**src/rtl/store_merge_unit.sv**
```systemverilog
// store_merge_unit: turns sb/sh/sw requests into full-word memory writes.
// Sub-word stores read the target word, merge the new lane(s), then write.
module store_merge_unit (
    input  logic        clk,
    input  logic        reset,
    input  logic        store_req,
    input  logic [31:0] addr,
    input  logic [2:0]  funct3,
    input  logic [31:0] write_data,
    output logic        busy,
    output logic        done,
    output logic        misaligned_err,
    output logic [31:0] mem_addr,
    output logic        mem_rd_en,
    input  logic [31:0] mem_rdata,
    output logic        mem_wr_en,
    output logic [31:0] mem_wdata
);

    localparam logic [2:0] F3_SB = 3'b000;
    localparam logic [2:0] F3_SH = 3'b001;
    localparam logic [2:0] F3_SW = 3'b010;

    typedef enum logic [1:0] {
        IDLE,
        READ,
        MERGE,
        WRITE
    } state_t;

    state_t      state;
    state_t      state_nxt;
    logic [31:0] addr_q;
    logic [31:0] wdata_q;
    logic [31:0] merged_q;
    logic [2:0]  funct3_q;
    logic        err_q;
    logic        legal;
    logic        accept;
    logic        reject;
    logic [31:0] merge_word;

    always_comb begin
        legal = 1'b0;
        case (funct3)
            F3_SB:   legal = 1'b1;
            F3_SH:   legal = ~addr[0];
            F3_SW:   legal = (addr[1:0] == 2'b00);
            default: legal = 1'b0;
        endcase
    end

    assign accept = (state == IDLE) && store_req && legal;
    assign reject = (state == IDLE) && store_req && !legal;

    always_ff @(posedge clk) begin
        if (reset) state <= IDLE;
        else       state <= state_nxt;
    end

    always_comb begin
        state_nxt = state;
        busy      = 1'b0;
        done      = 1'b0;
        mem_rd_en = 1'b0;
        mem_wr_en = 1'b0;
        unique case (state)
            IDLE: begin
                if (accept)
                    state_nxt = (funct3 == F3_SW) ? WRITE : READ;
            end
            READ: begin
                busy      = 1'b1;
                mem_rd_en = 1'b1;
                state_nxt = MERGE;
            end
            MERGE: begin
                busy      = 1'b1;
                state_nxt = WRITE;
            end
            WRITE: begin
                busy      = 1'b1;
                mem_wr_en = 1'b1;
                done      = 1'b1;
                state_nxt = IDLE;
            end
            default: state_nxt = IDLE;
        endcase
    end

    // Lane positions come from the latched address, not the live port
    always_comb begin
        merge_word = mem_rdata;
        if (funct3_q == F3_SH)
            merge_word[{addr_q[1], 4'b0000} +: 16] = wdata_q[15:0];
        else
            merge_word[{addr_q[1:0], 3'b000} +: 8] = wdata_q[7:0];
    end

    always_ff @(posedge clk) begin
        if (reset) begin
            addr_q   <= '0;
            wdata_q  <= '0;
            merged_q <= '0;
            funct3_q <= '0;
            err_q    <= 1'b0;
        end else begin
            err_q <= reject;
            if (accept) begin
                addr_q   <= addr;
                funct3_q <= funct3;
                wdata_q  <= write_data;
            end
            if (state == MERGE)
                merged_q <= merge_word;
        end
    end

    assign misaligned_err = err_q;
    assign mem_addr  = busy ? {addr_q[31:2], 2'b00} : '0;
    assign mem_wdata = !mem_wr_en ? '0 :
                       (funct3_q == F3_SW) ? wdata_q : merged_q;

endmodule

```
**config.mk**
```make
export PLATFORM = sky130hd
export DESIGN_NAME = store_merge_unit
export DESIGN_NICKNAME = d
export VERILOG_FILES = /design/src/rtl/store_merge_unit.sv
export SDC_FILE = /design/constraint.sdc
export NUM_CORES = 1
export LEC_CHECK = 0
export CAP_MARGIN = 20
export CORE_MARGIN = 3
export CORE_UTILIZATION = 49
export DETAILED_ROUTE_END_ITERATION = 8
export PLACE_DENSITY_LB_ADDON = 0.3
export SLEW_MARGIN = 20
export SYNTH_ARGS = -nofsm -noshare
export SYNTH_HDL_FRONTEND = slang
export SYNTH_SLANG_ARGS = --single-unit
```
**constraint.sdc**
```tcl
create_clock -name clk -period 3.1 [get_ports clk]
set_clock_uncertainty 0.05 [all_clocks]
set_input_delay 0.62 -clock clk [delete_from_list [all_inputs] [get_ports clk]]
set_output_delay 0.62 -clock clk [all_outputs]
set_load 0.005 [all_outputs]
```
# Word-level counts from Yosys, hierarchy flattened
# Cells that the tools add are included.
# totals
reg_bits	102
input_bits	102
output_inout_bits	69
elab_cells	42
# op_classes
n_addsub	2
n_eq_ne	8
n_shift	4
mux	13
n_bitwise	1
reduce_logical	8
# op_table
op	count
32-bit 2-to-1 mux	4
32-bit bitwise mux	2
16-bit by 7-bit variable shift with 32-bit output (first input constant)	1
8-bit by 7-bit variable shift with 32-bit output (first input constant)	1
16-bit by 7-bit indexed part select with 32-bit output	1
8-bit by 7-bit indexed part select with 32-bit output	1
5-bit negation with 7-bit output	2
2-bit case mux with 4 select lines	1
3-bit by 1-bit equality test with 1-bit output (second input constant)	2
3-bit by 2-bit equality test with 1-bit output (second input constant)	2
2-bit equality test (second input constant)	2
2-bit logical NOT	2
2-bit 2-to-1 mux	2
1-bit logical AND	3
3-bit logical NOT	1
1-bit 2-to-1 mux	3
1-bit case mux with 3 select lines	1
3-bit OR reduction	1
2-bit by 1-bit equality test with 1-bit output (second input constant)	1
2-bit inequality test (second input constant)	1
1-bit logical NOT	1
1-bit NOT	1

# Depth between registers and ports, before layout
# logic_depth
depth_word	5
ltp_mapped	7
depth_no_buf	5

# Least setup slack after synthesis
# OpenSTA, ideal clock, no wires.
# synth_path
path_type	flip-flop to flip-flop
start	register addr_q[1]
end	register merged_q[14]
setup_time_ns	0.091
arrival_time_ns	2.074
required_time_ns	2.959
setup_slack_ns	0.885
stages_incl_launch_ff	8
n_path_buf	2
period_less_slack_ns	2.215
cell_sequence	dfxtp_1 -> clkinv_1 -> clkbuf_1 -> ha_1 -> nor3b_2 -> buf_2 -> nand3_1 -> a311oi_1
# synth_via
elab_chain_cells	4
elab_cells_between_ends	9
classes_between	2 x add/sub; 4 x shift; 3 x mux
# synth_rtl
item	line	source
start: declaration	33	logic [31:0] addr_q;
start signal: assignment	110	addr_q <= addr;
5-bit negation with 7-bit output, on equally long branches	95, 97	
16-bit by 7-bit indexed part select with 32-bit output, or another cell as far along	95	merge_word[{addr_q[1], 4'b0000} +: 16] = wdata_q[15:0];
32-bit bitwise mux, on equally long branches	95, 97	
32-bit 2-to-1 mux (*)	94	if (funct3_q == F3_SH)
end signal: assignment	115	merged_q <= merge_word;
end: declaration	35	logic [31:0] merged_q;
# Every way passes the cells marked *; elsewhere a longest branch is shown, timed or not.
# A chain may end at the register's enable or synchronous reset.

# Final worst setup path
# layout_path
start	register funct3_q[1]
end	output mem_wdata[14]
# layout_via
elab_chain_cells	3
# layout_rtl
item	line	source
start: declaration	36	logic [2:0] funct3_q;
start signal: assignment	111	funct3_q <= funct3;
3-bit by 2-bit equality test with 1-bit output	122	(funct3_q == F3_SW) ? wdata_q : merged_q;
32-bit 2-to-1 mux	122	
32-bit 2-to-1 mux	121	assign mem_wdata = !mem_wr_en ? '0 :
end: declaration	17	output logic [31:0] mem_wdata
# No other way between the ends.

==> metrics <==
CP Cell Sequence nor3b_4, buf_4, nand2_1, a21boi_0, clkdlybuf4s50_1; register-to-register setup slack 0.73 ns; final-report max-slew violation count 0; drt pass-1 iters 7; ys async rst share 0; number of antenna violations at the first check in global routing 0; Top Ports 171; setup-violating endpoint count in the final report 0; fraction of layout cells with a size suffix above 1 0.04588; worst hold endpoint addr_q[23]; worst hold path class reg2reg; most heavily used metal layer in global routing met2; sequential share of the synthesized area 0.3298; Area growth syn-to-layout 33.12%; Worst Max-Slew Pin Slew 0.7434 ns; largest net degree at the start of global routing 102; post-CTS setup-driven buffer insertion count 0; total routing usage reported by global routing 0.2412; WHS Path Cells 2; buffers plus inverters on the worst setup path 2; design internal power 2.583 mW; number of clock sinks seen by CTS 102; Reg area 2042 sq um; cell family contributing the most delay on the critical path buffers and inverters; worst setup slack after layout 0.1847 ns; outcome finished, final reports clean; Sw Share 0.2801; period utilization 0.9404; Psw 1.005 mW; synthesized flop and latch total 102; Top FF cell, synth sky130_fd_sc_hd__dfxtp_1; Clock Path Buffers 2; number of warnings issued by yosys 0; number of global-route vias before repair 5,674; pre-CTS setup slack 0.4093 ns; sequential power share 0.419; type of the setup path with the least slack reg2out; gp weighted congestion 0.8372; detailed-route wire length per cell 17.08 microns; max_slew headroom 0.5044; combinational group share of total power 0.238; via count 5,598; crit path from funct3_q[1]; CP arrival 2.25 ns; leakage 2.805 nW; startpoint kind of the worst setup timing path register; average cell area after synthesis 8.673 sq um; total power per unit cell area 435.4 nW/um^2; worst reg2reg endpoint merged_q[25]; standard cell core area 12,160 sq um; Layout Nets 957; Crit path largest cell delay 0.55 ns; antenna diode count 0; area taken by multi-input logic gates 3827 sq um; Yosys cell types 39; clock period minus worst slack 2.915 ns; Fmax 343.0 MHz; die extent in y 118.4 microns; TritonCTS Buffers 9; peak fanout along the critical path 32; met2 track demand over resource 0.3951; total gr overflow 0; IR Drop Worst-Case VDD 273.5 uV; type of element capturing the critical path primary output; final routed wirelength across all metal layers 17,390 microns; EDFF count, synth 0; drt initial violations 491; RSZ-0062 raised after global routing false; FF-to-FF Start addr_q[1]; r2r worst-path depth 5; master cell of the clock root buffer sky130_fd_sc_hd__clkbuf_16; wire length of the first global-routing pass 28,010 microns; clock tree from TritonCTS built; worst hold path startpoint addr_q[23]; GR met3 Demand/Resource 0.06555; die width 118.4 microns; number of rows in the core area 40; IO buf count 168; Total Die Area 14,020 sq um; MaxCap Viol Count 0; endpoint required time on the critical path 2.43 ns; number of fill cells in the layout 1,000; clk slew on worst S/H paths 0.07 ns; H-tree lvl count 3; final setup TNS 0 ns; cell count after synthesis 714; library cell contributing the largest single delay on the critical path sky130_fd_sc_hd__clkdlybuf4s50_1; netlist area before placement 6192 sq um; DRT antenna net count 0; clock latency of the later-clocked register in the worst-skew pair 0.35 ns; DRC violation count after routing 0; power share of the clock group 0.343; hold buffers post-CTS 0; detailed-route vias per instance 5.499; Initial Util 0.5092; number of hold violations in the final report 0; detailed-placement wirelength estimate 12,170 microns; fraction of met1 tracks used by global routing 0.3020
worst min-delay path, stage by stage, from the launching register on:
cell,delay (ns)
sky130_fd_sc_hd__dfxtp_1,0.31
sky130_fd_sc_hd__nand2b_1,0.06
sky130_fd_sc_hd__mux2i_1,0.05
power groups by stage:
stage	combinational, mW	clock, mW	sequential [mW]
6_report	0.855	1.23	1.50
5_1_grt	0.930	1.31	1.51
4_1_cts	0.858	1.25	1.50
3_5_place_dp	0.855	0	1.53
3_3_place_gp	0.827	0	1.53
2_1_floorplan	0.516	0	1.49
layout by cell type, fill, tap and decap left out, types with 2 or more instances in the layout:
cell type and count:
sky130_fd_sc_hd__clkdlybuf4s50_1 167, sky130_fd_sc_hd__buf_4 13, sky130_fd_sc_hd__clkbuf_16 9, sky130_fd_sc_hd__buf_12 2, sky130_fd_sc_hd__a221o_1 8, sky130_fd_sc_hd__a21oi_1 2, sky130_fd_sc_hd__a211oi_1 25, sky130_fd_sc_hd__nor2b_1 41
sky130_fd_sc_hd__nor3b_4 2, sky130_fd_sc_hd__dfxtp_1 102, sky130_fd_sc_hd__nor2_1 2, sky130_fd_sc_hd__nand2b_1 158, sky130_fd_sc_hd__bufinv_16 2, sky130_fd_sc_hd__nand2_1 72, sky130_fd_sc_hd__conb_1 2, sky130_fd_sc_hd__a21boi_1 5
sky130_fd_sc_hd__a311oi_1 24, sky130_fd_sc_hd__ha_1 10, sky130_fd_sc_hd__o21ai_0 2, sky130_fd_sc_hd__nor3b_2 2, sky130_fd_sc_hd__a21boi_0 27, sky130_fd_sc_hd__o21bai_1 25, sky130_fd_sc_hd__a32o_1 8, sky130_fd_sc_hd__mux2i_1 75
sky130_fd_sc_hd__and2_1 17, sky130_fd_sc_hd__nand3_1 24, sky130_fd_sc_hd__inv_1 7
worst max path at each step:
stage                    end  slack (ns)  cells past startpoint
3_5_place_dp   mem_wdata[30]        0.41                      4
3_3_place_gp   mem_wdata[28]        0.49                      4
4_1_cts        mem_wdata[30]        0.03                      4
6_report       mem_wdata[14]        0.18                      5
5_1_grt        mem_wdata[14]        0.05                      5
2_1_floorplan   merged_q[14]        0.88                      7
routing by layer:
layer,wire length [microns],vias to the layer above
met1,7368,2639
li1,-,2705
met3,1419,39
met5,0,-
met4,509,0
met2,8094,215
sequential cells by signal, summed over array words and instances (netlist names):
| name | flops |
|---|---|
| addr_q | 32 |
| funct3_q | 3 |
| merged_q | 32 |
| misaligned_err | 1 |
| state | 2 |
| wdata_q | 32 |
cell families (layout without fill, tap and decap cells):
| kind of cell | Yosys count | after routing | synth area share |
|---|---|---|---|
| simple gates | 327 | 327 | 0.3057 |
| compound gates | 127 | 127 | 0.1643 |
| flops | 102 | 102 | 0.3298 |
| mux | 76 | 76 | 0.1231 |
| buf+inv | 71 | 206 | 0.05637 |
| fa+ha+maj | 10 | 10 | 0.02021 |
| other cells | 1 | 2 | 0.0006056 |
through the flow:
step	util	instance area (sq um)	cells	hold slack (ns)	total power, mW
2_1_floorplan	-	6196	715	0.3918	2.010
3_5_place_dp	0.6505	7911	1002	0.4097	2.383
5_1_grt	0.6778	8243	1018	0.4333	3.751
6_report	0.6778	8243	1018	0.4186	3.589
3_3_place_gp	0.6505	7911	1002	0.4007	2.354
4_1_cts	0.6772	8235	1018	0.4211	3.611
Yosys cell counts, types with 2 or more instances:
master	count	area, sq um
sky130_fd_sc_hd__inv_1	7	26.28
sky130_fd_sc_hd__nor2_1	2	7.510
sky130_fd_sc_hd__o21ai_0	2	10.01
sky130_fd_sc_hd__buf_4	6	45.04
sky130_fd_sc_hd__nand2_1	72	270.3
sky130_fd_sc_hd__buf_2	12	60.06
sky130_fd_sc_hd__buf_6	6	67.56
sky130_fd_sc_hd__and2_1	17	106.4
sky130_fd_sc_hd__clkbuf_1	36	135.1
sky130_fd_sc_hd__a311oi_1	24	210.2
sky130_fd_sc_hd__dfxtp_1	102	2042
sky130_fd_sc_hd__ha_1	10	125.1
sky130_fd_sc_hd__o21bai_1	25	187.7
sky130_fd_sc_hd__a211oi_1	25	187.7
sky130_fd_sc_hd__nand3_1	24	120.1
sky130_fd_sc_hd__buf_1	3	11.26
sky130_fd_sc_hd__nand2b_1	158	988.5
sky130_fd_sc_hd__nor2b_1	41	256.5
sky130_fd_sc_hd__mux2i_1	75	750.7
sky130_fd_sc_hd__a21oi_1	2	10.01
sky130_fd_sc_hd__nor3b_2	3	37.54
sky130_fd_sc_hd__a21boi_0	27	202.7
sky130_fd_sc_hd__a21boi_1	5	37.54
sky130_fd_sc_hd__a221o_1	8	80.08
sky130_fd_sc_hd__a32o_1	8	80.08
repair_timing:
action | in CTS | in global routing
resized for setup | 0 | 1
setup endpoints to repair | 0 | 13
hold endpoints to repair | 0 | 0
layout make-up:
| class | count | area share |
|---|---|---|
| Clock inverter | 5 | 0.009866 |
| Clock buffer | 11 | 0.02945 |
| Sequential cell | 102 | 0.2477 |
| Timing Repair Buffer | 182 | 0.2195 |
| Tap cell | 168 | 0.02550 |
| Inverter | 8 | 0.003643 |
| Multi-Input combinational cell | 542 | 0.4643 |
(Power assumes the default switching activity.)
